==> src/rtl/flame_ctrl_if.sv <==
// Bundles the explosion request, maze RAM port and flame RAM write port of flame_ctrl.
interface flame_ctrl_if;
  logic       explode;
  logic [4:0] bomb_x;
  logic [4:0] bomb_y;
  logic [2:0] power;
  logic       frame_tick;
  logic       busy;
  logic       done;
  logic [9:0] maze_raddr;
  logic [1:0] maze_rdata;
  logic [9:0] maze_waddr;
  logic [1:0] maze_wdata;
  logic       maze_we;
  logic [9:0] flame_ram_waddr;
  logic [2:0] flame_ram_wdata;
  logic       flame_ram_we;

  modport master (
    input  explode, bomb_x, bomb_y, power, frame_tick, maze_rdata,
    output busy, done, maze_raddr, maze_waddr, maze_wdata, maze_we,
           flame_ram_waddr, flame_ram_wdata, flame_ram_we
  );

  modport slave (
    output explode, bomb_x, bomb_y, power, frame_tick, maze_rdata,
    input  busy, done, maze_raddr, maze_waddr, maze_wdata, maze_we,
           flame_ram_waddr, flame_ram_wdata, flame_ram_we
  );
endinterface

==> src/rtl/flame_ctrl.sv <==
// Explosion sequencer: walks the blast in four directions against the maze,
// paints flame sprites, holds them for HOLD_FRAMES frames, then erases them.
module flame_ctrl #(
  parameter int MAZE_W      = 25,
  parameter int MAZE_H      = 17,
  parameter int HOLD_FRAMES = 30
) (
  input logic          clk,
  input logic          reset,
  flame_ctrl_if.master bus
);

  localparam int FW = $clog2(HOLD_FRAMES + 1) + 1;
  localparam logic [FW-1:0] HOLD_N = FW'(HOLD_FRAMES);
  localparam logic [5:0] W_LIM = 6'(MAZE_W);
  localparam logic [5:0] H_LIM = 6'(MAZE_H);

  typedef enum logic [2:0] {IDLE, CENTRE, READ, CHECK, HOLD, CLEAR, DONE} state_t;

  state_t          state, state_n;
  logic [4:0]      bx, by, bx_n, by_n;
  logic [2:0]      pwr, pwr_n;
  logic [2:0]      k, k_n;
  logic [1:0]      dir, dir_n;
  logic [3:0][2:0] len, len_n;
  logic [FW-1:0]   cnt, cnt_n;
  logic [5:0]      cx, cy;
  logic            in_bounds;
  logic [9:0]      cell_addr;
  logic [3:1]      has_len, later, cand;
  logic            adv;

  // Cursor = bomb + k*dir in 6-bit two's complement; k = 0 addresses the bomb cell itself.
  always_comb begin
    cx = {1'b0, bx};
    cy = {1'b0, by};
    case (dir)
      2'd0: cx = {1'b0, bx} + {3'b000, k};
      2'd1: cx = {1'b0, bx} - {3'b000, k};
      2'd2: cy = {1'b0, by} + {3'b000, k};
      default: cy = {1'b0, by} - {3'b000, k};
    endcase
    in_bounds = !cx[5] && (cx < W_LIM) && !cy[5] && (cy < H_LIM);
    cell_addr = {cy[4:0], cx[4:0]};
  end

  // State and datapath registers with synchronous reset.
  always_ff @(posedge clk) begin
    if (reset) begin
      state <= IDLE;
      bx    <= '0;
      by    <= '0;
      pwr   <= '0;
      k     <= '0;
      dir   <= '0;
      len   <= '0;
      cnt   <= '0;
    end else begin
      state <= state_n;
      bx    <= bx_n;
      by    <= by_n;
      pwr   <= pwr_n;
      k     <= k_n;
      dir   <= dir_n;
      len   <= len_n;
      cnt   <= cnt_n;
    end
  end

  // Next-state logic: blast walk, frame hold and the clear walk over recorded reaches.
  always_comb begin
    state_n = state;
    bx_n    = bx;
    by_n    = by;
    pwr_n   = pwr;
    k_n     = k;
    dir_n   = dir;
    len_n   = len;
    cnt_n   = cnt;
    adv     = 1'b0;
    has_len = {len[3] != 3'd0, len[2] != 3'd0, len[1] != 3'd0};
    case (dir)
      2'd0:    later = 3'b111;
      2'd1:    later = 3'b110;
      2'd2:    later = 3'b100;
      default: later = 3'b000;
    endcase
    cand = has_len & later;
    case (state)
      IDLE: begin
        if (bus.explode) begin
          bx_n    = bus.bomb_x;
          by_n    = bus.bomb_y;
          pwr_n   = (bus.power == 3'd0) ? 3'd1 : bus.power;
          dir_n   = 2'd0;
          k_n     = 3'd0;
          len_n   = '0;
          state_n = CENTRE;
        end
      end
      CENTRE: begin
        dir_n   = 2'd0;
        k_n     = 3'd1;
        state_n = READ;
      end
      READ: state_n = CHECK;
      CHECK: begin
        if (!in_bounds || bus.maze_rdata == 2'd1 || bus.maze_rdata == 2'd3) begin
          len_n[dir] = k - 3'd1;
          adv        = 1'b1;
        end else if (bus.maze_rdata == 2'd2 || k == pwr) begin
          len_n[dir] = k;
          adv        = 1'b1;
        end else begin
          k_n     = k + 3'd1;
          state_n = READ;
        end
        if (adv) begin
          if (dir == 2'd3) begin
            cnt_n   = '0;
            state_n = HOLD;
          end else begin
            dir_n   = dir + 2'd1;
            k_n     = 3'd1;
            state_n = READ;
          end
        end
      end
      HOLD: begin
        cnt_n = cnt + FW'(bus.frame_tick);
        if (cnt_n >= HOLD_N) begin
          dir_n   = 2'd0;
          k_n     = 3'd0;
          state_n = CLEAR;
        end
      end
      CLEAR: begin
        if (k < len[dir]) begin
          k_n = k + 3'd1;
        end else if (cand[1]) begin
          dir_n = 2'd1;
          k_n   = 3'd1;
        end else if (cand[2]) begin
          dir_n = 2'd2;
          k_n   = 3'd1;
        end else if (cand[3]) begin
          dir_n = 2'd3;
          k_n   = 3'd1;
        end else begin
          state_n = DONE;
        end
      end
      DONE: state_n = IDLE;
      default: state_n = IDLE;
    endcase
  end

  // Moore-style outputs plus the CHECK-cycle write strobes decoded from the maze data.
  always_comb begin
    bus.busy            = (state != IDLE) && (state != DONE);
    bus.done            = (state == DONE);
    bus.maze_raddr      = cell_addr;
    bus.maze_waddr      = cell_addr;
    bus.maze_wdata      = 2'b00;
    bus.maze_we         = 1'b0;
    bus.flame_ram_waddr = cell_addr;
    bus.flame_ram_wdata = 3'd0;
    bus.flame_ram_we    = 1'b0;
    case (state)
      CENTRE: begin
        bus.flame_ram_we    = 1'b1;
        bus.flame_ram_wdata = 3'd1;
      end
      CHECK: begin
        if (in_bounds && bus.maze_rdata == 2'd2) begin
          bus.flame_ram_we    = 1'b1;
          bus.flame_ram_wdata = 3'd4;
          bus.maze_we         = 1'b1;
        end else if (in_bounds && bus.maze_rdata == 2'd0) begin
          bus.flame_ram_we    = 1'b1;
          bus.flame_ram_wdata = dir[1] ? 3'd3 : 3'd2;
        end
      end
      CLEAR: begin
        bus.flame_ram_we    = 1'b1;
        bus.flame_ram_wdata = 3'd0;
      end
      default: ;
    endcase
  end

endmodule

==> src/flat_wrapper.sv <==
// flat-port wrapper written by rule: the top's interface ports become plain ports
module flame_ctrl_flat 
#(
  parameter int MAZE_W      = 25,
  parameter int MAZE_H      = 17,
  parameter int HOLD_FRAMES = 30
)
  (clk, reset, bus_explode, bus_bomb_x, bus_bomb_y, bus_power, bus_frame_tick, bus_maze_rdata, bus_busy, bus_done, bus_maze_raddr, bus_maze_waddr, bus_maze_wdata, bus_maze_we, bus_flame_ram_waddr, bus_flame_ram_wdata, bus_flame_ram_we);
  flame_ctrl_if bus_i ();
  input logic clk;
  input logic reset;
  input wire logic [$bits(bus_i.explode)-1:0] bus_explode;
  input wire logic [$bits(bus_i.bomb_x)-1:0] bus_bomb_x;
  input wire logic [$bits(bus_i.bomb_y)-1:0] bus_bomb_y;
  input wire logic [$bits(bus_i.power)-1:0] bus_power;
  input wire logic [$bits(bus_i.frame_tick)-1:0] bus_frame_tick;
  input wire logic [$bits(bus_i.maze_rdata)-1:0] bus_maze_rdata;
  output wire logic [$bits(bus_i.busy)-1:0] bus_busy;
  output wire logic [$bits(bus_i.done)-1:0] bus_done;
  output wire logic [$bits(bus_i.maze_raddr)-1:0] bus_maze_raddr;
  output wire logic [$bits(bus_i.maze_waddr)-1:0] bus_maze_waddr;
  output wire logic [$bits(bus_i.maze_wdata)-1:0] bus_maze_wdata;
  output wire logic [$bits(bus_i.maze_we)-1:0] bus_maze_we;
  output wire logic [$bits(bus_i.flame_ram_waddr)-1:0] bus_flame_ram_waddr;
  output wire logic [$bits(bus_i.flame_ram_wdata)-1:0] bus_flame_ram_wdata;
  output wire logic [$bits(bus_i.flame_ram_we)-1:0] bus_flame_ram_we;
  assign bus_i.explode = bus_explode;
  assign bus_i.bomb_x = bus_bomb_x;
  assign bus_i.bomb_y = bus_bomb_y;
  assign bus_i.power = bus_power;
  assign bus_i.frame_tick = bus_frame_tick;
  assign bus_i.maze_rdata = bus_maze_rdata;
  assign bus_busy = bus_i.busy;
  assign bus_done = bus_i.done;
  assign bus_maze_raddr = bus_i.maze_raddr;
  assign bus_maze_waddr = bus_i.maze_waddr;
  assign bus_maze_wdata = bus_i.maze_wdata;
  assign bus_maze_we = bus_i.maze_we;
  assign bus_flame_ram_waddr = bus_i.flame_ram_waddr;
  assign bus_flame_ram_wdata = bus_i.flame_ram_wdata;
  assign bus_flame_ram_we = bus_i.flame_ram_we;
  flame_ctrl #(.MAZE_W(MAZE_W), .MAZE_H(MAZE_H), .HOLD_FRAMES(HOLD_FRAMES)) u_core (.clk(clk), .reset(reset), .bus(bus_i));
endmodule
==> config.mk <==
export PLATFORM = sky130hd
export DESIGN_NAME = flame_ctrl_flat
export DESIGN_NICKNAME = d
export VERILOG_FILES = /design/src/rtl/flame_ctrl_if.sv /design/src/rtl/flame_ctrl.sv /design/src/flat_wrapper.sv
export SDC_FILE = /design/constraint.sdc
export NUM_CORES = 1
export LEC_CHECK = 0
export ABC_AREA = 1
export CORE_MARGIN = 2
export CORE_UTILIZATION = 30
export DETAILED_ROUTE_END_ITERATION = 6
export PLACE_DENSITY = 0.53
export RECOVER_POWER = 100
export SYNTH_ARGS = -nofsm -noshare
export SYNTH_HDL_FRONTEND = slang
export SYNTH_SLANG_ARGS = --single-unit
==> constraint.sdc <==
create_clock -name clk -period 3.3 [get_ports clk]
set_clock_uncertainty 0.1 [all_clocks]
set_input_delay 0.33 -clock clk [delete_from_list [all_inputs] [get_ports clk]]
set_output_delay 0.33 -clock clk [all_outputs]
set_load 0.01 [all_outputs]
---- Yosys cells after proc, flatten, opt, wreduce, memory -nomap -nowiden ----
Index checks and enable logic that the tools add are counted.
storage, ports and cells
  bits of input ports ..................... 19
  word-level logic and storage cells ...... 146
  output and inout bits ................... 39
  register bits ........................... 39
operators by class
  muxes and demuxes ....................... 60
  bitwise logic cells ..................... 1
  reduce and logical (&&, ||, !) cells .... 32
  equal/unequal tests ..................... 28
  $lt $le $gt $ge ......................... 6
  add/sub/neg operators ................... 8
operator list
  kind                                                        number
  two-way mux 3 bit                                           25
  two-way mux 12 bit                                          3
  case mux 6 bit (2 select lines)                             3
  bitwise mux 12 bit                                          2
  case mux 12 bit (2 select lines)                            1
  case mux 3 bit (6 select lines)                             1
  two-way mux 2 bit                                           8
  case mux 3 bit (5 select lines)                             1
  adder 5 x 3 -> 6 bit                                        2
  less-than comparator 6 x 5 -> 1 bit, second input constant  2
  two-way mux 6 bit                                           2
  != test 2 bit, second input constant                        6
  nonzero test 3 bit                                          4
  subtractor 5 x 3 -> 6 bit                                   2
  case mux 2 bit (5 select lines)                             1
  == test 3 bit, second input constant                        3
  != test 3 bit, second input constant                        3
  case mux 3 bit (3 select lines)                             1
  == test 2 bit, second input constant                        4
  two-way mux 1 bit                                           8
  AND reduction 8 bit                                         1
  logical AND 1 bit                                           7
  AND reduction 7 bit                                         1
  adder 6 x 1 -> 6 bit                                        1
  30 further kinds                                            43

---- Longest topological paths before layout ----
Gate-level depths: netlist of run 1.
  depth after elaboration ................. 13
  mapped depth ............................ 23
  mapped depth without buffers ............ 22

---- Worst setup path before layout of run 1 ----
OpenSTA, ideal clock, no wires.
  path kind ............................... register to output
  from .................................... reg u_core.dir[0]
  to ...................................... out bus_flame_ram_wdata[0]
  path slack .............................. -99 ps
  data required time ...................... 2870 ps
  arrival time ............................ 2969 ps
  buffers on the path ..................... 1
  cell stages (with the launch flop) ...... 20
  cell sequence ........................... dfxtp_1 -> clkbuf_2 -> clkinv_1 -> ha_1 -> o21ai_0 -> inv_1 -> fa_1 -> inv_1 -> nand2_1 -> nand3_1 -> nand2_1 -> nor2_1 -> nand3_1 -> nand2_1 -> nand2_2 -> nor2_8 -> nand2_1 -> nor2_1 -> nand2_1 -> o21ai_0
RTL lines
  element                                                             line                source
  start, declared                                                     flame_ctrl.sv:24    logic [1:0] dir, dir_n;
  start signal, assigned                                              flame_ctrl.sv:64    dir <= dir_n;
  == test 2 x 1 -> 1 bit / logical NOT 2 bit (equally long branches)  flame_ctrl.sv:37    case (dir)
  OR reduction 2 bit (no source line)                                 -
  case mux 6 bit (2 select lines) *                                   flame_ctrl.sv:37
  named net bus_flame_ram_waddr[7]                                    flat_wrapper.sv:24  output wire logic [$bits(bus_i.flame_ram_waddr)-1:0] bus_flame_ram_waddr;
  less-than comparator 6 x 5 -> 1 bit *                               flame_ctrl.sv:43    in_bounds = !cx[5] && (cx < W_LIM) && !cy[5] && (cy < H_LIM);
  logical AND 1 bit *                                                 flame_ctrl.sv:43
  logical AND 1 bit                                                   flame_ctrl.sv:179   end else if (in_bounds && bus.maze_rdata == 2'd0) begin
  two-way mux 3 bit                                                   flame_ctrl.sv:179
  two-way mux 3 bit *                                                 flame_ctrl.sv:175   if (in_bounds && bus.maze_rdata == 2'd2) begin
  case mux 3 bit (2 select lines) *                                   flame_ctrl.sv:169   case (state)
  end, declared                                                       flat_wrapper.sv:25  output wire logic [$bits(bus_i.flame_ram_wdata)-1:0] bus_flame_ram_wdata;
The timed path passes the listed nets; every way through them passes the cells marked *.

---- Worst setup path after layout of run 1 ----
  from .................................... reg u_core.k[0]
  to ...................................... out bus_flame_ram_wdata[0]
between the ends
  word-level cells in the longest chain between the ends .. 10
RTL lines
  element                                                                          line                                source
  start, declared                                                                  flame_ctrl.sv:23                    logic [2:0] k, k_n;
  start signal, assigned                                                           flame_ctrl.sv:63                    k <= k_n;
  subtractor 5 x 3 -> 6 bit / adder 5 x 3 -> 6 bit (equally long branches)         flame_ctrl.sv:39, flame_ctrl.sv:38
  case mux 6 bit (2 select lines)                                                  flame_ctrl.sv:37
  less-than comparator 6 x 5 -> 1 bit / logical NOT 1 bit (equally long branches)  flame_ctrl.sv:43
  logical AND 1 bit (2 in a row)                                                   flame_ctrl.sv:43
  logical AND 1 bit *                                                              flame_ctrl.sv:43
  logical AND 1 bit                                                                flame_ctrl.sv:179
  two-way mux 3 bit                                                                flame_ctrl.sv:179
  two-way mux 3 bit *                                                              flame_ctrl.sv:175
  case mux 3 bit (2 select lines) *                                                flame_ctrl.sv:169
Mark *: on every way between the ends. The rest lies on a longest branch, timed or not.

==> flow_summary.toml, run 1 <==
[place]
dp_slack_ns = -0.363
dp_cells = 667
routabilityCongestion = 0.907
portBuffers = 55
placed_area_um2 = 3880
hpwlAfterDp_um = 6590

[yosys]
synth-compound-area-share = 0.155
synthXorXnorAreaFrac = 0.0259
synthMuxAreaShare = 0
synth-adder-area-share = 0.0993
syn-cell-area_um2 = 3050
synth_edf_count = 0
ys_top_cells_by_count = "nand2_1, inv_1, nor2_1, nand3_1, dfxtp_1"
synthTopCellsByArea = "dfxtp_1, nand2_1, ha_1"
ys_types = 36
synth_top_family_by_area = "simple AND/OR/NAND/NOR gates"
yosys.area_share.simple = 0.321
synth_top_area_cell = "dfxtp_1"
syn-instance-count = 469
async_flop_share = 0
synth_seq_cells = 39
synth_top_area_share = 0.256
synthFlopType = "dfxtp_1"
synth-seq-area-share = 0.256
syn_area_per_cell_um2 = 6.50
yosysMostFrequentCell = "nand2_1"
ys_warn_count = 0

[cts]
cts_num_sinks = 39
hold_buffers = 0
cts-root-buf = "clkbuf_8"
cts_tree = "yes"
clkLatencyLatePin_ns = 0.31
clk_pin_slew_ns = 0.08
htree_num_levels = 2
cts_inserted_buffers = 5
cts.path.max_buffers = 2

[layout]
layout.nets = 590
area_growth_pct = 37.1
fin_area_um2 = 4180
final_cells = 682
layout-drive-gt1-share = 0.204
antenna_cells = 0
utilization = 0.426

[setup_path]
slowest_delay_ns = 0.52
critical_path_required_ns = 2.87
path_cells = "inv_2 > ha_4 > inv_2 > o21ai_4 > inv_2 > fa_2 > nand2_2 > nand2_2 > nand2_1 > nor2_1 > nand3_1 > nand2_2 > nand2_4 > nor2_8 > nand2_4 > nor2_4 > nand2_1 > o21ai_1 > buf_2"
endpoint_kind = "output pin"
critPathMaxFanout = 2
crit_arrival_ns = 2.76
cp_num_buf_inv = 4
crit_type = "flip-flop to output pin"
slowest_stage = "fa_2"
cpLargestDelayFamily = "simple AND/OR/NAND/NOR gates"
start_kind = "flip-flop"

[floorplan]
start_util = 0.310
dieArea_um2 = 11000
std_cell_rows = 36
io_pins = 58
coreArea_um2 = 9820
die_height_um = 105
die_w_um = 105

[routing]
dr.pass1.iters = 4
vias = 3164
drt-total-wl_um = 8450
post_drt_wl_per_cell_um = 12.4
post-route-drc-count = 0
drt-initial-drc-count = 81
ant_nets = 0
avgViaCountPerCell = 4.64

[pwr]
p_comb_frac = 0.534
clkPwrFrac = 0.208
power_switching_uw = 772
pwr_density_cell_nw_per_um2 = 487
p_leak_nw = 1.89
p_seq_frac = 0.258
internal-power_mw = 1.26
ir_drop_uv = 226
finalPower_mw = 2.04
swShare = 0.379

[timing]
hold_viol = 0
fin_ws_ns = 0.113
worstMarginPinSlew_ns = 0.638
fmax_ghz = 0.314
grt_setup_unrepaired = "yes"
period_needed_ns = 3.19
min_period_over_period = 0.966
setup_viol = 0
slew_headroom = 0.573
slew_viol_final = 0

[global_routing]
grt_util_all_layers = 0.155
grt-ovfl-total = 0
grt_pass1_wl_um = 14000
grt_max_degree = 18
grt_pass1_vias = 3031
antenna_found_initial = 0

[flow_run]
cap_violations = 0

[status]
status = "completed"

[hold_path]
min_path_type = "flip-flop to flip-flop"
## stage by stage
step                 TNS, ns  hold slack (ns)
floorplan                  0            0.340
global placement       -1.58            0.358
detailed placement     -1.72            0.368
CTS                 -0.00744            0.382
global route         -0.0556            0.394
finish                     0            0.374
## path summary, 6_finish.rpt
path / slack (ns) / startpoint / cells after the start / endpoint
worst min register to register: 0.37 / u_core.len[1] / 2 / u_core.len[1]
worst max-delay path: 0.11 / u_core.k[0] / 19 / bus_flame_ram_wdata[0]
worst max register to register: 0.22 / u_core.k[0] / 21 / u_core.len[0]
worst min-delay path: 0.37 / u_core.len[1] / 2 / u_core.len[1]
## placed cells by master, fill, tap and decap left out, drive strengths merged
| master | synthesis | routed |
|---|---|---|
| or2 | 3 | 3 |
| nand3b | 3 | 3 |
| nand3 | 46 | 46 |
| o311ai | 1 | 1 |
| ha | 21 | 21 |
| clkdlybuf4s50 | 0 | 45 |
| conb | 1 | 2 |
| a32oi | 1 | 1 |
| dlymetal6s2s | 0 | 3 |
| xnor2 | 5 | 5 |
| bufinv | 0 | 1 |
| clkbuf | 9 | 6 |
| nand2 | 122 | 122 |
| xor2 | 4 | 4 |
| o21ai | 34 | 34 |
| nor2 | 47 | 47 |
| dlygate4sd3 | 0 | 2 |
| buf | 25 | 54 |
| a32o | 1 | 1 |
| dfxtp | 39 | 39 |
| o22ai | 2 | 2 |
| a311oi | 1 | 1 |
| o31ai | 3 | 3 |
| a31oi | 1 | 1 |
| inv | 52 | 54 |
| clkinvlp | 0 | 1 |
| fa | 2 | 2 |
| nor3 | 3 | 3 |
| a21oi | 42 | 42 |
## kinds of logic after synthesis
family	count (synthesis)
AOI/OAI and AO/OA	86
DFF	39
adders and majority gates	23
xor gates and xnor gates	9
buffers and inverters	87
and+or+nand+nor	224
other	1
## registers in the layout, summed over array words and instances, names as in the netlist
register / cells
u_core.len: 12
u_core.cnt: 6
u_core.bx: 5
u_core.by: 5
u_core.k: 3
u_core.pwr: 3
u_core.state: 3
u_core.dir: 2
## per-layer routing
metal,routed length [um],GRT usage
met3,410,0.0268
met4,82,0.0457
met5,0,0
met2,4080,0.272
met1,3880,0.193
## repair_timing
item | 4_1_cts | 5_1_grt
pin swaps | 11 | 9
hold endpoints to repair | 0 | 0
setup buffers | 5 | 2
resized for setup | 40 | 26
endpoints found under the setup margin | 19 | 32
## power by group through the flow
stage | registers (mW) | clock network, mW | logic [mW]
after floorplan | 0.530 | 0 | 0.628
after global placement | 0.533 | 0 | 0.999
after detailed placement | 0.533 | 0 | 1.01
after CTS | 0.523 | 0.439 | 1.04
after global routing | 0.530 | 0.455 | 1.20
final | 0.526 | 0.423 | 1.09
## tightest hold or removal path: cells and delay by family (launching register included)
kind / cells / cell delay, ns
AO/OA/AOI/OAI: 1 / 0.05
flip-flops: 1 / 0.32
AND/OR/NAND/NOR: 1 / 0.06
## final cells by class
cell class / instances / area (um2)
clock buffer: 5 / 68.8
clock inverter: 3 / 46.3
fill: 1067 / 5640
inverter: 53 / 204
multi-input combinational: 344 / 1980
sequential: 39 / 786
tap: 133 / 166
timing repair buffer: 105 / 927
No activity file was read; power rests on OpenSTA's default activity.
==> run 2, diff against run 1 <==
--- a/config.mk
+++ b/config.mk
@@ -7,9 +7,12 @@
 export LEC_CHECK = 0
 export ABC_AREA = 1
+export CELL_PAD_IN_SITES_DETAIL_PLACEMENT = 0
+export CELL_PAD_IN_SITES_GLOBAL_PLACEMENT = 1
 export CORE_MARGIN = 2
 export CORE_UTILIZATION = 30
 export DETAILED_ROUTE_END_ITERATION = 6
-export PLACE_DENSITY = 0.53
+export PLACE_DENSITY = 0.71
 export RECOVER_POWER = 100
+export SETUP_SLACK_MARGIN = 0.05
 export SYNTH_ARGS = -nofsm -noshare
 export SYNTH_HDL_FRONTEND = slang
==> constraint.sdc (replaced) <==
create_clock -name clk -period 3.3 [get_ports clk]
set_clock_uncertainty 0.1 [all_clocks]
set_input_delay 0.66 -clock clk [delete_from_list [all_inputs] [get_ports clk]]
set_output_delay 0.66 -clock clk [all_outputs]
set_load 0.01 [all_outputs]
==> run 2 against run 1 <==
The flow now finishes with violations (negative setup slack). Worst hold slack got worse by 0.0022 ns. Design area grew 2.9%. Setup slack got worse by 0.29 ns. Utilization increased by 1.2 points.
==> flow_summary.toml, run 2 (synthesis gave the netlist of run 1 again) <==
[cts]
clkLatencyLatePin_ns = 0.30
clk_pin_slew_ns = 0.08
cts_inserted_buffers = 5
cts.path.max_buffers = 2
htree_num_levels = 2
cts_num_sinks = 39
cts-root-buf = "clkbuf_8"
cts_tree = "yes"

[floorplan]
coreArea_um2 = 9820
dieArea_um2 = 11000
die_height_um = 105
die_w_um = 105
std_cell_rows = 36
start_util = 0.310
io_pins = 58

[global_routing]
grt_max_degree = 28
grt_pass1_wl_um = 14300
grt-ovfl-total = 0
grt_pass1_vias = 3003
antenna_found_initial = 0
grt_util_all_layers = 0.160

[pwr]
finalPower_mw = 2.05
p_leak_nw = 2.03
ir_drop_uv = 235
pwr_density_cell_nw_per_um2 = 477

[layout]
layout-drive-gt1-share = 0.259
layout.nets = 594
largest_register_ffs = 12
final_cells = 686
layout_common_cells = "nand2_1, buf_4, nor2_1, inv_1, nand3_1"
largest_register = "u_core.len"
fillers = 1070
final_common_cell = "nand2_1"
antenna_cells = 0
reg_top3 = "u_core.len (12), u_core.cnt (6)"
area_growth_pct = 41.1

[hold_path]
min_from = "u_core.len[0]"
min_path_type = "flip-flop to flip-flop"

[status]
status = "complete, but fails checks"
violations = "negative setup slack"

[timing]
fin_ws_ns = -0.179
hold_viol = 0
fmax_ghz = 0.287
slew_headroom = 0.617
period_needed_ns = 3.48
worstMarginPinSlew_ns = 0.572
grt_setup_unrepaired = "yes"
setup_viol = 5
min_period_over_period = 1.05
slew_viol_final = 0

[setup_path]
critPathMaxFanout = 7
crit_arrival_ns = 2.72
critical_path_required_ns = 2.54
crit_type = "flip-flop to output pin"
start_kind = "flip-flop"
reg2reg_from = "u_core.dir[1]"
crit_path_start = "u_core.dir[1]"
endpoint_kind = "output pin"

[place]
routabilityCongestion = 0.835
dp_slack_ns = -0.440
portBuffers = 55
dp_cells = 674
hpwlAfterDp_um = 6740

[routing]
dr.pass1.iters = 4
drt-total-wl_um = 8810
vias = 3179
avgViaCountPerCell = 4.63
post_drt_wl_per_cell_um = 12.8
drt-initial-drc-count = 107
post-route-drc-count = 0
ant_nets = 0

[flow_run]
cap_violations = 0
[run 2: cell types whose count changed in the layout (fill, tap and decap cells not counted), moves of 8 or more]
cell             before  now
nand2_2               7   16
clkdlybuf4s50_1      45   25
nand2_1             112  103
dlymetal6s2s_1        3   11
[run 2: worst paths after layout]
kind         cells past startpoint                endpoint  slack, ns
min reg2reg                      2           u_core.len[0]       0.37
min                              2           u_core.len[0]       0.37
max reg2reg                     20           u_core.len[7]       0.27
max                             19  bus_flame_ram_wdata[0]      -0.18
[run 2: cell type report]
class / count / area [um2] / area share
sequential: 39 / 791 / 0.184
multi-input combinational: 344 / 2080 / 0.483
tap: 133 / 166 / 0.0387
timing repair buffer: 109 / 932 / 0.217
clock inverter: 1 / 30.0 / 0.00698
clock buffer: 7 / 97.6 / 0.0227
inverter: 53 / 205 / 0.0477
[run 2: report_power, final]
part           internal, mW  leakage, nW  switching (mW)
clock network         0.272       0.0636           0.188
logic                 0.503         1.64           0.563
registers             0.500        0.320          0.0268
total                  1.28         2.03           0.777
[run 2: stage by stage]
step	setup TNS (ns)	area, um2	utilization	hold slack (ns)
3_3_place_gp	-1.88	3990	0.407	0.356
4_1_cts	-1.93	4140	0.422	0.372
6_report	-0.776	4300	0.438	0.372
2_1_floorplan	0	3150	-	0.340
3_5_place_dp	-2.09	3990	0.407	0.359
5_1_grt	-1.62	4300	0.438	0.396
[run 2: what timing repair did]
action	in CTS	in global routing
pin swaps	9	11
setup buffers	4	0
hold buffers	0	0
gates resized for setup	38	62
gates cloned	0	0
endpoints found under the setup margin	29	50
[run 2: per-layer routing]
| layer | wire (um) | vias to the layer above | global-route usage |
|---|---|---|---|
| li1 | - | 1669 | - |
| met1 | 4060 | 1450 | 0.200 |
| met2 | 4370 | 53 | 0.285 |
| met3 | 304 | 7 | 0.0287 |
| met4 | 74 | 0 | 0.0314 |
| met5 | 0 | - | 0 |
[run 2: critical path, cell delays in order, from the launching register on]
cell and delay (ns):
dfxtp_2 0.38, inv_1 0.09, ha_4 0.21, nand2_2 0.09, o21ai_4 0.07, fa_1 0.42, inv_1 0.08, nand3_1 0.10
nand2_1 0.10, nand2_1 0.05, nand3_1 0.06, nand2_1 0.08, nand3_2 0.09, nand2_4 0.08, nor2_8 0.09, nand2_4 0.06
nor2_4 0.11, nand2_2 0.05, o21ai_2 0.05, buf_2 0.14
